**src/rtl/uart_rx_fifo.sv**
```systemverilog
// uart_rx_fifo
//   Receive buffer behind the UART receive shift register. Each completed
//   frame (byte + framing error) is captured on the RSR stop-bit strobe into a
//   small circular FIFO. The oldest entry is shown on RCREG/FERR. Overrun is
//   tracked in OERR, which also blocks further reception.
//
//   Optional build macro: UART_RX_NINTH_BIT_EN
//     When defined, each entry also carries the 9th received bit, which is
//     written from rsr_rx9d_in and shown on rx9d_out.
//
// Ports
//   clk              system clock
//   rst              synchronous active-high reset
//   spen             serial port enable; low flushes the receiver
//   cren             continuous receive enable; low clears OERR
//   rsr_data_in      assembled byte from the RSR
//   rsr_ferr_in      framing error for the frame being pushed
//   rsr_rx9d_in      9th data bit (UART_RX_NINTH_BIT_EN only)
//   rsr_valid        one-cycle frame-complete strobe
//   rcreg_reg_rd_en  CPU read of RCREG; pops the head entry
//   rcreg_reg_out    head data byte, 0 when empty
//   ferr_out         head framing error, 0 when empty
//   rx9d_out         head 9th bit, 0 when empty (UART_RX_NINTH_BIT_EN only)
//   oerr_out         overrun error flag
//   rx_enable_out    RSR may receive: spen & cren & ~oerr
//   rxif_set_en      high while the FIFO holds data
//   count_out        current occupancy

module uart_rx_fifo #(
  parameter int DEPTH = 2,
  parameter int CNT_W = 4
) (
  input  logic             clk,
  input  logic             rst,
  input  logic             spen,
  input  logic             cren,
  input  logic [7:0]       rsr_data_in,
  input  logic             rsr_ferr_in,
`ifdef UART_RX_NINTH_BIT_EN
  input  logic             rsr_rx9d_in,
`endif
  input  logic             rsr_valid,
  input  logic             rcreg_reg_rd_en,
  output logic [7:0]       rcreg_reg_out,
  output logic             ferr_out,
`ifdef UART_RX_NINTH_BIT_EN
  output logic             rx9d_out,
`endif
  output logic             oerr_out,
  output logic             rx_enable_out,
  output logic             rxif_set_en,
  output logic [CNT_W-1:0] count_out
);

  localparam int PTR_W = $clog2(DEPTH);
`ifdef UART_RX_NINTH_BIT_EN
  localparam int ENT_W = 10;  // {rx9d, ferr, data}
`else
  localparam int ENT_W = 9;   // {ferr, data}
`endif
  localparam logic [CNT_W-1:0] FULL_CNT = CNT_W'(DEPTH);
  localparam logic [PTR_W-1:0] LAST_PTR = PTR_W'(DEPTH - 1);

  logic [ENT_W-1:0] mem_q [DEPTH];
  logic [ENT_W-1:0] mem_d [DEPTH];
  logic [PTR_W-1:0] wr_ptr_q, wr_ptr_d;
  logic [PTR_W-1:0] rd_ptr_q, rd_ptr_d;
  logic [CNT_W-1:0] count_q, count_d;
  logic             oerr_q, oerr_d;

  logic             not_empty;
  logic             full;
  logic             push_req;
  logic             pop;
  logic             push;
  logic [ENT_W-1:0] wr_entry;
  logic [ENT_W-1:0] head;

  function automatic logic [PTR_W-1:0] ptr_inc(input logic [PTR_W-1:0] p);
    return (p == LAST_PTR) ? '0 : p + PTR_W'(1);
  endfunction

`ifdef UART_RX_NINTH_BIT_EN
  assign wr_entry = {rsr_rx9d_in, rsr_ferr_in, rsr_data_in};
`else
  assign wr_entry = {rsr_ferr_in, rsr_data_in};
`endif

  assign not_empty     = (count_q != '0);
  assign full          = (count_q == FULL_CNT);
  assign rx_enable_out = spen & cren & ~oerr_q;
  assign push_req      = rsr_valid & rx_enable_out;
  assign pop           = rcreg_reg_rd_en & not_empty;
  // A pop in the same cycle frees the slot, so a full FIFO still accepts.
  assign push          = push_req & (~full | pop);

  always_comb begin
    mem_d    = mem_q;
    wr_ptr_d = wr_ptr_q;
    rd_ptr_d = rd_ptr_q;
    count_d  = count_q;
    oerr_d   = oerr_q;
    if (!spen) begin
      for (int i = 0; i < DEPTH; i++) mem_d[i] = '0;
      wr_ptr_d = '0;
      rd_ptr_d = '0;
      count_d  = '0;
      oerr_d   = 1'b0;
    end else begin
      if (!cren) oerr_d = 1'b0;
      // Clear before write: when full, wr_ptr == rd_ptr and the push must win.
      if (pop) begin
        mem_d[rd_ptr_q] = '0;
        rd_ptr_d        = ptr_inc(rd_ptr_q);
      end
      if (push) begin
        mem_d[wr_ptr_q] = wr_entry;
        wr_ptr_d        = ptr_inc(wr_ptr_q);
      end else if (push_req) begin
        // Only reachable when full with no pop: overrun, byte discarded.
        oerr_d = 1'b1;
      end
      case ({push, pop})
        2'b10:   count_d = count_q + CNT_W'(1);
        2'b01:   count_d = count_q - CNT_W'(1);
        default: count_d = count_q;
      endcase
    end
  end

  always_ff @(posedge clk) begin
    if (rst) begin
      for (int i = 0; i < DEPTH; i++) mem_q[i] <= '0;
      wr_ptr_q <= '0;
      rd_ptr_q <= '0;
      count_q  <= '0;
      oerr_q   <= 1'b0;
    end else begin
      for (int i = 0; i < DEPTH; i++) mem_q[i] <= mem_d[i];
      wr_ptr_q <= wr_ptr_d;
      rd_ptr_q <= rd_ptr_d;
      count_q  <= count_d;
      oerr_q   <= oerr_d;
    end
  end

  assign head          = mem_q[rd_ptr_q];
  assign rcreg_reg_out = not_empty ? head[7:0] : 8'h00;
  assign ferr_out      = not_empty & head[8];
`ifdef UART_RX_NINTH_BIT_EN
  assign rx9d_out      = not_empty & head[9];
`endif
  assign oerr_out      = oerr_q;
  assign rxif_set_en   = not_empty;
  assign count_out     = count_q;

endmodule

```
**config.mk**
```make
export PLATFORM = sky130hd
export DESIGN_NAME = uart_rx_fifo
export DESIGN_NICKNAME = d
export VERILOG_FILES = /design/src/rtl/uart_rx_fifo.sv
export SDC_FILE = /design/constraint.sdc
export NUM_CORES = 1
export LEC_CHECK = 0
export ABC_CLOCK_PERIOD_IN_PS = 2800
export BUFFER_PORTS_ARGS = -buffer_cell sky130_fd_sc_hd__buf_4
export CORE_UTILIZATION = 49
export CTS_BUF_LIST = sky130_fd_sc_hd__clkbuf_2 sky130_fd_sc_hd__clkbuf_4 sky130_fd_sc_hd__clkbuf_8
export CTS_CLUSTER_DIAMETER = 150
export DETAILED_ROUTE_END_ITERATION = 10
export GPL_ROUTABILITY_DRIVEN = 0
export MAX_ROUTING_LAYER = met4
export PLACE_DENSITY = 0.74
export SLEW_MARGIN = 20
export SYNTH_ARGS = -nofsm -noshare
export SYNTH_HDL_FRONTEND = slang
export SYNTH_SLANG_ARGS = --single-unit
```
**constraint.sdc**
```tcl
create_clock -name clk -period 2.8 [get_ports clk]
set_clock_uncertainty 0.2 [all_clocks]
set_input_delay 0.56 -clock clk [delete_from_list [all_inputs] [get_ports clk]]
set_output_delay 0.56 -clock clk [all_outputs]
set_load 0.02 [all_outputs]
```
# == Word-level counts from Yosys, hierarchy flattened ==
# Cells that the tools add are included.
# Widths: inputs -> output; s select.
# classes
n_addsub,4
magnitude_cmp,4
eq_ne,3
muxes,18
n_bitwise,14
reduce_logical,5
# ops
operator,count
$mux 18,3
$mux 9,5
$and 18x18->18,1
$bwmux 18,1
$demux 9 s1,2
$not 18->18,1
$mux 8,1
$pmux 4 s2,1
$and 1x1->1,6
$mux 1,5
$add 4x1->4 const B,1
$eq 4x2->1 const B,1
$ge 2x2->1 const B,2
$lt 2x1->1 const B,2
$not 1->2,2
$reduce_bool 4->1,1
$sub 4x1->4 const B,1
$not 1->1,3
$add 1x1->1 const B,2
$eq 2x1->1 const B,1
$eq 2x2->1 const B,1
$logic_and 1x1->1,2
$reduce_bool 2->1,1
$reduce_or 2->1,1
$or 1x1->1,1
# word_totals
ff_bits,25
in_bits,15
out_inout_bits,16
elab_cells,54

# == Longest topological paths before layout ==
# Gate-level depths: netlist of the first run.
# logic_depth
ltp_word,11
depth_mapped,10
ltp_nobuf,9

# == Worst setup path after synthesis of the first run ==
# No wires, ideal clock.
# synth_path
kind,flip-flop to flip-flop
start,"register count_q[2], in the netlist count_out[2]"
end,"register count_q[2], in the netlist count_out[2]"
setup_ns,0.072
arrival_time_ns,2.313
required_ns,2.528
slack_ns,0.215
path_stages_with_launch,11
n_path_buf,1
period_less_slack_ns,2.585
path_cell_list,dfxtp_1 > or3_1 > buf_6 > o21ai_4 > ha_1 > xor2_1 > ha_1 > a21oi_1 > xor2_1 > or3_1 > a21oi_1
# synth_between
elab_chain_len,6
elab_cells_between_ends,12
classes_between,add/sub (2); eq/ne (3); mux (1); bitwise (4); reduce/logical (2)
# synth_lines
item,line,rtl
"start, declared",68,"logic [CNT_W-1:0] count_q, count_d;"
"start signal, assigned",142,count_q <= count_d;
$reduce_bool 4->1 / $eq 4x2->1 (equally long branches),"89, 90",
$and 1x1->1 / $not 1->1 (equally long branches),"93, 95",
$or 1x1->1,95,assign push = push_req & (~full | pop);
$and 1x1->1,95,
$eq 2x1->1 / $eq 2x2->1 (equally long branches),123,"case ({push, pop})"
$pmux 4 s2 / $reduce_bool 2->1 (equally long branches),n/a,
# Several ways; a longest one is shown, not always the timed one.
# A chain may end at the register's enable or synchronous reset.

# == Worst setup path in the final report of the first run ==
# Same ends and word-level chain as after synthesis.

==> reports/metrics.csv, run 1 <==
metric,value,unit
status,completed,
Area Growth Syn to Fin,20.5,%
fmax,0.379,GHz
Detailed Route WL,2790,um
"commonest non-fill, non-tap cell in the layout",buf_4,
VDD IR max,0.000289,V
slowest CP cell,or3_4,
CTS tree,done,
setup tns final,0,ns
largest family of logic cells by synthesized area,simple AND/OR/NAND/NOR gates,
fin crit share,0.943,
I/O Buffers,30,
DRC Markers,0,
mapped cell area,0.00128,mm2
drt wl/cell,14.0,um
sum of buffers and inverters on the critical path,0,
"slowest stage delay, CP",0.46,ns
GR Util All Layers,0.220,
worst-margin pin slew,0.718,ns
final hold violation count,0,
full die area,0.00283,mm2
synth unique cells,31,
n_diodes,0,
Synth area leader,dfxtp_1,
XOR/XNOR Fraction of Synth Area,0.0341,
Leakage,0.566,nW
relative slew slack,0.521,
post-CTS resize count,0,
Final HPWL DP,1980,um
Max Fanout on Critical Path,7,
root buf cell,clkbuf_4,
DRT antenna net count,0,
Clock Sinks,25,
H-tree Lvls,1,
arrival time at the worst endpoint,2.69,ns
simple-gate share of the synthesized area,0.214,
num rows,18,
Synth area leaders,"dfxtp_1, mux2i_1, nand2_1",
CP Cell Sequence,"or3_4, o21ai_4, ha_2, xor2_1, ha_1, a21oi_1, xor2_1, or3_1, a21oi_1",
I/O pins,31,
Tot Pwr,0.000601,W
Post-CTS Setup Inserts,0,
post-synthesis net count,158,
largest net degree at the start of global routing,19,
Worst Path Required,2.85,ns
clock buffer depth,2,
Adder-Cell Fraction of Synth Area,0.0292,
top-area cell type share of the netlist area,0.389,
routed via count,1084,
min Tclk post-route,2.64,ns
DR vias/cell,5.45,
syn avg cell area,9.18,um2
compound-cell area share of the yosys netlist,0.137,
Worst setup SP type,register,
die width,53.2,um
Die Ht,53.2,um
kind of critical path,register to register,
number of global-route vias before repair,976,
unrepaired setup endpoints after global routing,false,
initial antenna violation count,0,
Final Max Tran Viols,0,
Core Footprint,0.00248,mm2
max-cap viol count,0,
YS warnings,0,
power per cell area,388,mW/mm2
Overflow after GRT,0,
Finish-stage setup viols,0,
proportion of layout cells with a drive suffix above 1,0.266,
Clock transition at path regs,0.16,ns
most used cells in the layout excluding fill and tap cells,"buf_4, dfxtp_1, nand2_1",
Fillers,229,
synthesized netlist cell count,140,
Critical Path Sink Type,register,
sequential fraction of the synthesis area,0.389,
cell family with most CP delay,simple AND/OR/NAND/NOR gates,
Hold Crit Class,register to register,
Starting Density,0.519,
mux cell area share after synthesis,0.156,
first drt pass iteration count,4,
CTS Buf Count,3,
register bit total from synthesis,25,
number of hold buffers added after cts,0,
"Clk Latency, worst-skew pair",0.31,ns
global-route wire length before repair,4400,um
initial DRC count,12,
# nets final,188,
[final cells by class]
| class | instances | area (um2) | area share |
|---|---|---|---|
| clock buffers | 3 | 22.5 | 0.0145 |
| clock inverters | 1 | 7.51 | 0.00485 |
| inverters | 2 | 7.51 | 0.00485 |
| multi-input cells | 107 | 741 | 0.478 |
| flip-flops and latches | 25 | 500 | 0.323 |
| well taps | 30 | 37.5 | 0.0242 |
| repair buffers | 31 | 233 | 0.150 |
[power by group]
group          internal, W  switching [W]  total [W]
clock network    0.0000547       0.000118   0.000173
logic            0.0000299      0.0000359  0.0000658
registers         0.000359     0.00000371   0.000363
[synthesized netlist by cell type]
cell and instances:
inv_1 2, a21oi_4 2, a2111o_1 1, nor2b_1 1, o21ai_1 2, nor4bb_1 2, nor2_1 16, buf_8 1
nor2_2 1, o211ai_4 1, a21oi_1 4, o41a_1 1, nand3b_1 1, nor2_4 1, nand3_1 8, o21ai_2 1
ha_1 3, nand3_2 1, nand2b_1 2, clkbuf_1 2, xor2_1 4, mux2i_1 20, o21ai_0 9, buf_2 2
xnor2_1 1, or3_1 2, nand2_1 21, dfxtp_1 25, buf_6 1, and4b_1 1, o21ai_4 1
[routing by layer]
metal	global-route usage	routed length [um]
met3	0.0259	107
met4	0.0658	19
met5	-	0
met2	0.379	1360
met1	0.267	1300
[worst reg2reg max path, stage by stage, from the launching register on]
cell,delay [ns]
dfxtp_1,0.39
or3_4,0.46
o21ai_4,0.25
ha_2,0.28
xor2_1,0.17
ha_1,0.17
a21oi_1,0.05
xor2_1,0.16
or3_1,0.31
a21oi_1,0.14
[cells by family (layout without fill, tap and decap cells)]
kind of cell,Yosys count,count (layout)
multiplexers,20,20
XOR/XNOR,5,5
adder cells (fa/ha/maj),3,3
flip-flops,25,25
buffers and inverters,8,37
AND/OR/NAND/NOR,57,57
AO/OA/AOI/OAI,22,22
[through the flow]
step                 util  instances  setup slack, ns  instance area, um2  hold slack (ns)
finish              0.625        199            0.160                1550            0.268
global placement    0.610        195            0.184                1510            0.242
CTS                 0.622        199           0.0486                1540            0.268
global route        0.625        199           0.0394                1550            0.260
floorplan               -        140            0.215                1280            0.234
detailed placement  0.610        195           0.0681                1510            0.249
[final timing paths]
kind                     start           end  slack, ns  cells after the start
setup / recovery  count_out[2]  count_out[2]       0.16                      9
hold / removal       mem_q[17]     mem_q[17]       0.27                      2
setup reg to reg  count_out[2]  count_out[2]       0.16                      9
hold reg to reg      mem_q[17]     mem_q[17]       0.27                      2
[flip-flops by register name, indices dropped and copies added (netlist names)]
| name | cells |
|---|---|
| oerr_out | 1 |
| mem_q | 18 |
| rd_ptr_q | 1 |
| count_out | 4 |
| wr_ptr_q | 1 |
(Power assumes the default switching activity.)
==> run 2, diff against run 1 <==
--- a/config.mk
+++ b/config.mk
@@ -6,7 +6,7 @@
 export NUM_CORES = 1
 export LEC_CHECK = 0
 export ABC_CLOCK_PERIOD_IN_PS = 2800
-export BUFFER_PORTS_ARGS = -buffer_cell sky130_fd_sc_hd__buf_4
+export BUFFER_PORTS_ARGS = -buffer_cell sky130_fd_sc_hd__buf_2
 export CORE_UTILIZATION = 49
 export CTS_BUF_LIST = sky130_fd_sc_hd__clkbuf_2 sky130_fd_sc_hd__clkbuf_4 sky130_fd_sc_hd__clkbuf_8
 export CTS_CLUSTER_DIAMETER = 150
==> run 2 against run 1 <==
Compared with the run above:
- setup slack better by 0.012 ns
- total power fell by 2.1%
- non-clock buffer count grew 1
- wire length shrank 6.2%
- design area decreased by 4.4%
- final cell count rose by 0.50%
- maximum frequency rose by 0.47%
- utilization is 2.7 points lower
- sequential power hardly changed
- flip-flop and latch count unchanged
- critical path depth unchanged
- register-to-register slack is essentially flat
- critical path type unchanged
- critical endpoint unchanged
- largest cell class unchanged
- highest routed layer unchanged
==> reports/metrics.csv, run 2 (synthesis results as in run 1) <==
metric,value,unit,change
switching power,0.000141,W,-11%
routed via count,1086,,+0.18%
RR Startpoint,count_out[2],,
most used cells in the layout excluding fill and tap cells,"buf_2, dfxtp_1, nand2_1",,
number of global-route vias before repair,927,,-5.0%
root buf cell,clkbuf_4,,
internal power,0.000448,W,+0.94%
setup tns final,0,ns,unchanged
fin cells,200,,+0.50%
reg2reg end,count_out[2],,
post-route cell area,0.00148,mm2,-4.4%
Max Fanout on Critical Path,7,,unchanged
first drt pass iteration count,4,,unchanged
part of the power in registers,0.616,,+0.013
min-delay src,mem_q[9],,
I/O Buffers,30,,unchanged
hold-critical path depth,2,,unchanged
length in cells of the worst reg-to-reg path,9,,unchanged
Multi-input gate area,741,um2,unchanged
Fillers,219,,-4.4%
CTS tree,done,,
dpl cell area,0.00144,mm2,-4.5%
full die area,0.00283,mm2,unchanged
initial DRC count,17,,+5
power per cell area,397,mW/mm2,+2.3%
placed cell count,196,,+0.51%
Detailed Route WL,2620,um,-6.2%
Largest Register,mem_q,,
DR vias/cell,5.43,,-0.32%
initial antenna violation count,0,,unchanged
kind of critical path,register to register,,
sw frac,0.239,,-0.0231
Hold Crit Endpoint,mem_q[9],,
status,completed,,
Overflow after GRT,0,,unchanged
H-tree Lvls,1,,unchanged
"commonest non-fill, non-tap cell in the layout",buf_2,,
VDD IR max,0.000246,V,-15%
sequential cell area,500,um2,unchanged
fin crit share,0.938,,-0.00441
largest net degree at the start of global routing,19,,unchanged
I/O pins,31,,unchanged
number of hold buffers added after cts,0,,unchanged
DRC Markers,0,,unchanged
proportion of layout cells with a drive suffix above 1,0.265,,-0.00157
clock network power share,0.285,,-0.002
clock buffer depth,2,,unchanged
arrival time at the worst endpoint,2.67,ns,-0.02 ns
min Tclk post-route,2.63,ns,-0.0123 ns
drt wl/cell,13.1,um,-6.7%
Critical Path Sink Type,register,,
fmax,0.381,GHz,+0.47%
num rows,18,,unchanged
post-place setup slack,0.0831,ns,+0.0150 ns
Final Max Tran Viols,0,,unchanged
n_diodes,0,,unchanged
die width,53.2,um,unchanged
Worst setup SP type,register,,
Clock transition at path regs,0.13,ns,-0.03 ns
Area Growth Syn to Fin,15.3,%,
Clock Sinks,25,,unchanged
global-route wire length before repair,4150,um,-5.7%
Leakage,0.570,nW,+0.57%
post-CTS resize count,0,,unchanged
Finish-stage setup viols,0,,unchanged
relative slew slack,0.521,,about the same
Core Footprint,0.00248,mm2,unchanged
Final HPWL DP,1860,um,-5.9%
worst-margin pin slew,0.718,ns,+0.0000474 ns
Die Ht,53.2,um,unchanged
Starting Density,0.519,,unchanged
final core occ,0.598,,-0.0273
# nets final,189,,+0.53%
"Clk Latency, worst-skew pair",0.31,ns,about the same
Post-CTS Setup Inserts,0,,unchanged
DRT antenna net count,0,,unchanged
GR Util All Layers,0.208,,-0.0121
final setup margin,0.172,ns,+0.0123 ns
Largest register FFs,18,,unchanged
unrepaired setup endpoints after global routing,false,,
max-cap viol count,0,,unchanged
Logic pwr share,0.100,,-0.009
Worst Path Required,2.85,ns,about the same
final hold violation count,0,,unchanged
R2R Setup Slk,0.17,ns,about the same
Hold Crit Class,register to register,,
CTS Buf Count,3,,unchanged
run 2: worst max-delay path: stages, from the launching register on:
cell	delay (ns)
dfxtp_1	0.39
or3_1	0.46
o21ai_4	0.25
ha_2	0.27
xor2_1	0.18
ha_1	0.16
a21oi_1	0.05
xor2_1	0.17
or3_1	0.31
a21oi_1	0.13
run 2: how the worst max path moves through the flow:
stage | from | endpoint | slack [ns]
final | count_out[2] | count_out[2] | 0.17
after global routing | count_out[2] | count_out[2] | 0.01
after CTS | count_out[2] | ferr_out | 0.06
after detailed placement | rcreg_reg_rd_en | count_out[2] | 0.08
after global placement | rcreg_reg_rd_en | count_out[2] | 0.19
after floorplan | count_out[2] | count_out[2] | 0.22
run 2: final cells by class:
cell class | instances | area share
sequential | 25 | 0.338
inverter | 2 | 0.00507
multi-input combinational | 107 | 0.500
timing repair buffer | 32 | 0.111
clock buffer | 4 | 0.0203
tap | 30 | 0.0253
run 2: per-stage QoR:
step                hold slack (ns)  total power, W
finish                        0.267        0.000588
global route                  0.271        0.000614
CTS                           0.262        0.000595
detailed placement            0.249        0.000428
global placement              0.242        0.000427
floorplan                     0.234        0.000407
run 2: metal layers:
layer / vias to the layer above / GRT usage / share of wire
met5: - / - / 0
met4: 0 / 0.0658 / 0.0061
met3: 2 / 0.0259 / 0.039
met2: 33 / 0.342 / 0.48
met1: 506 / 0.264 / 0.48
li1: 545 / - / -
run 2: power groups by stage:
| stage | Sequential, W | Clock, W | Combinational, W |
|---|---|---|---|
| 4_1_cts | 0.000362 | 0.000174 | 0.0000581 |
| 6_report | 0.000362 | 0.000167 | 0.0000586 |
| 5_1_grt | 0.000363 | 0.000187 | 0.0000641 |
| 2_1_floorplan | 0.000370 | 0 | 0.0000377 |
| 3_3_place_gp | 0.000370 | 0 | 0.0000570 |
| 3_5_place_dp | 0.000370 | 0 | 0.0000578 |
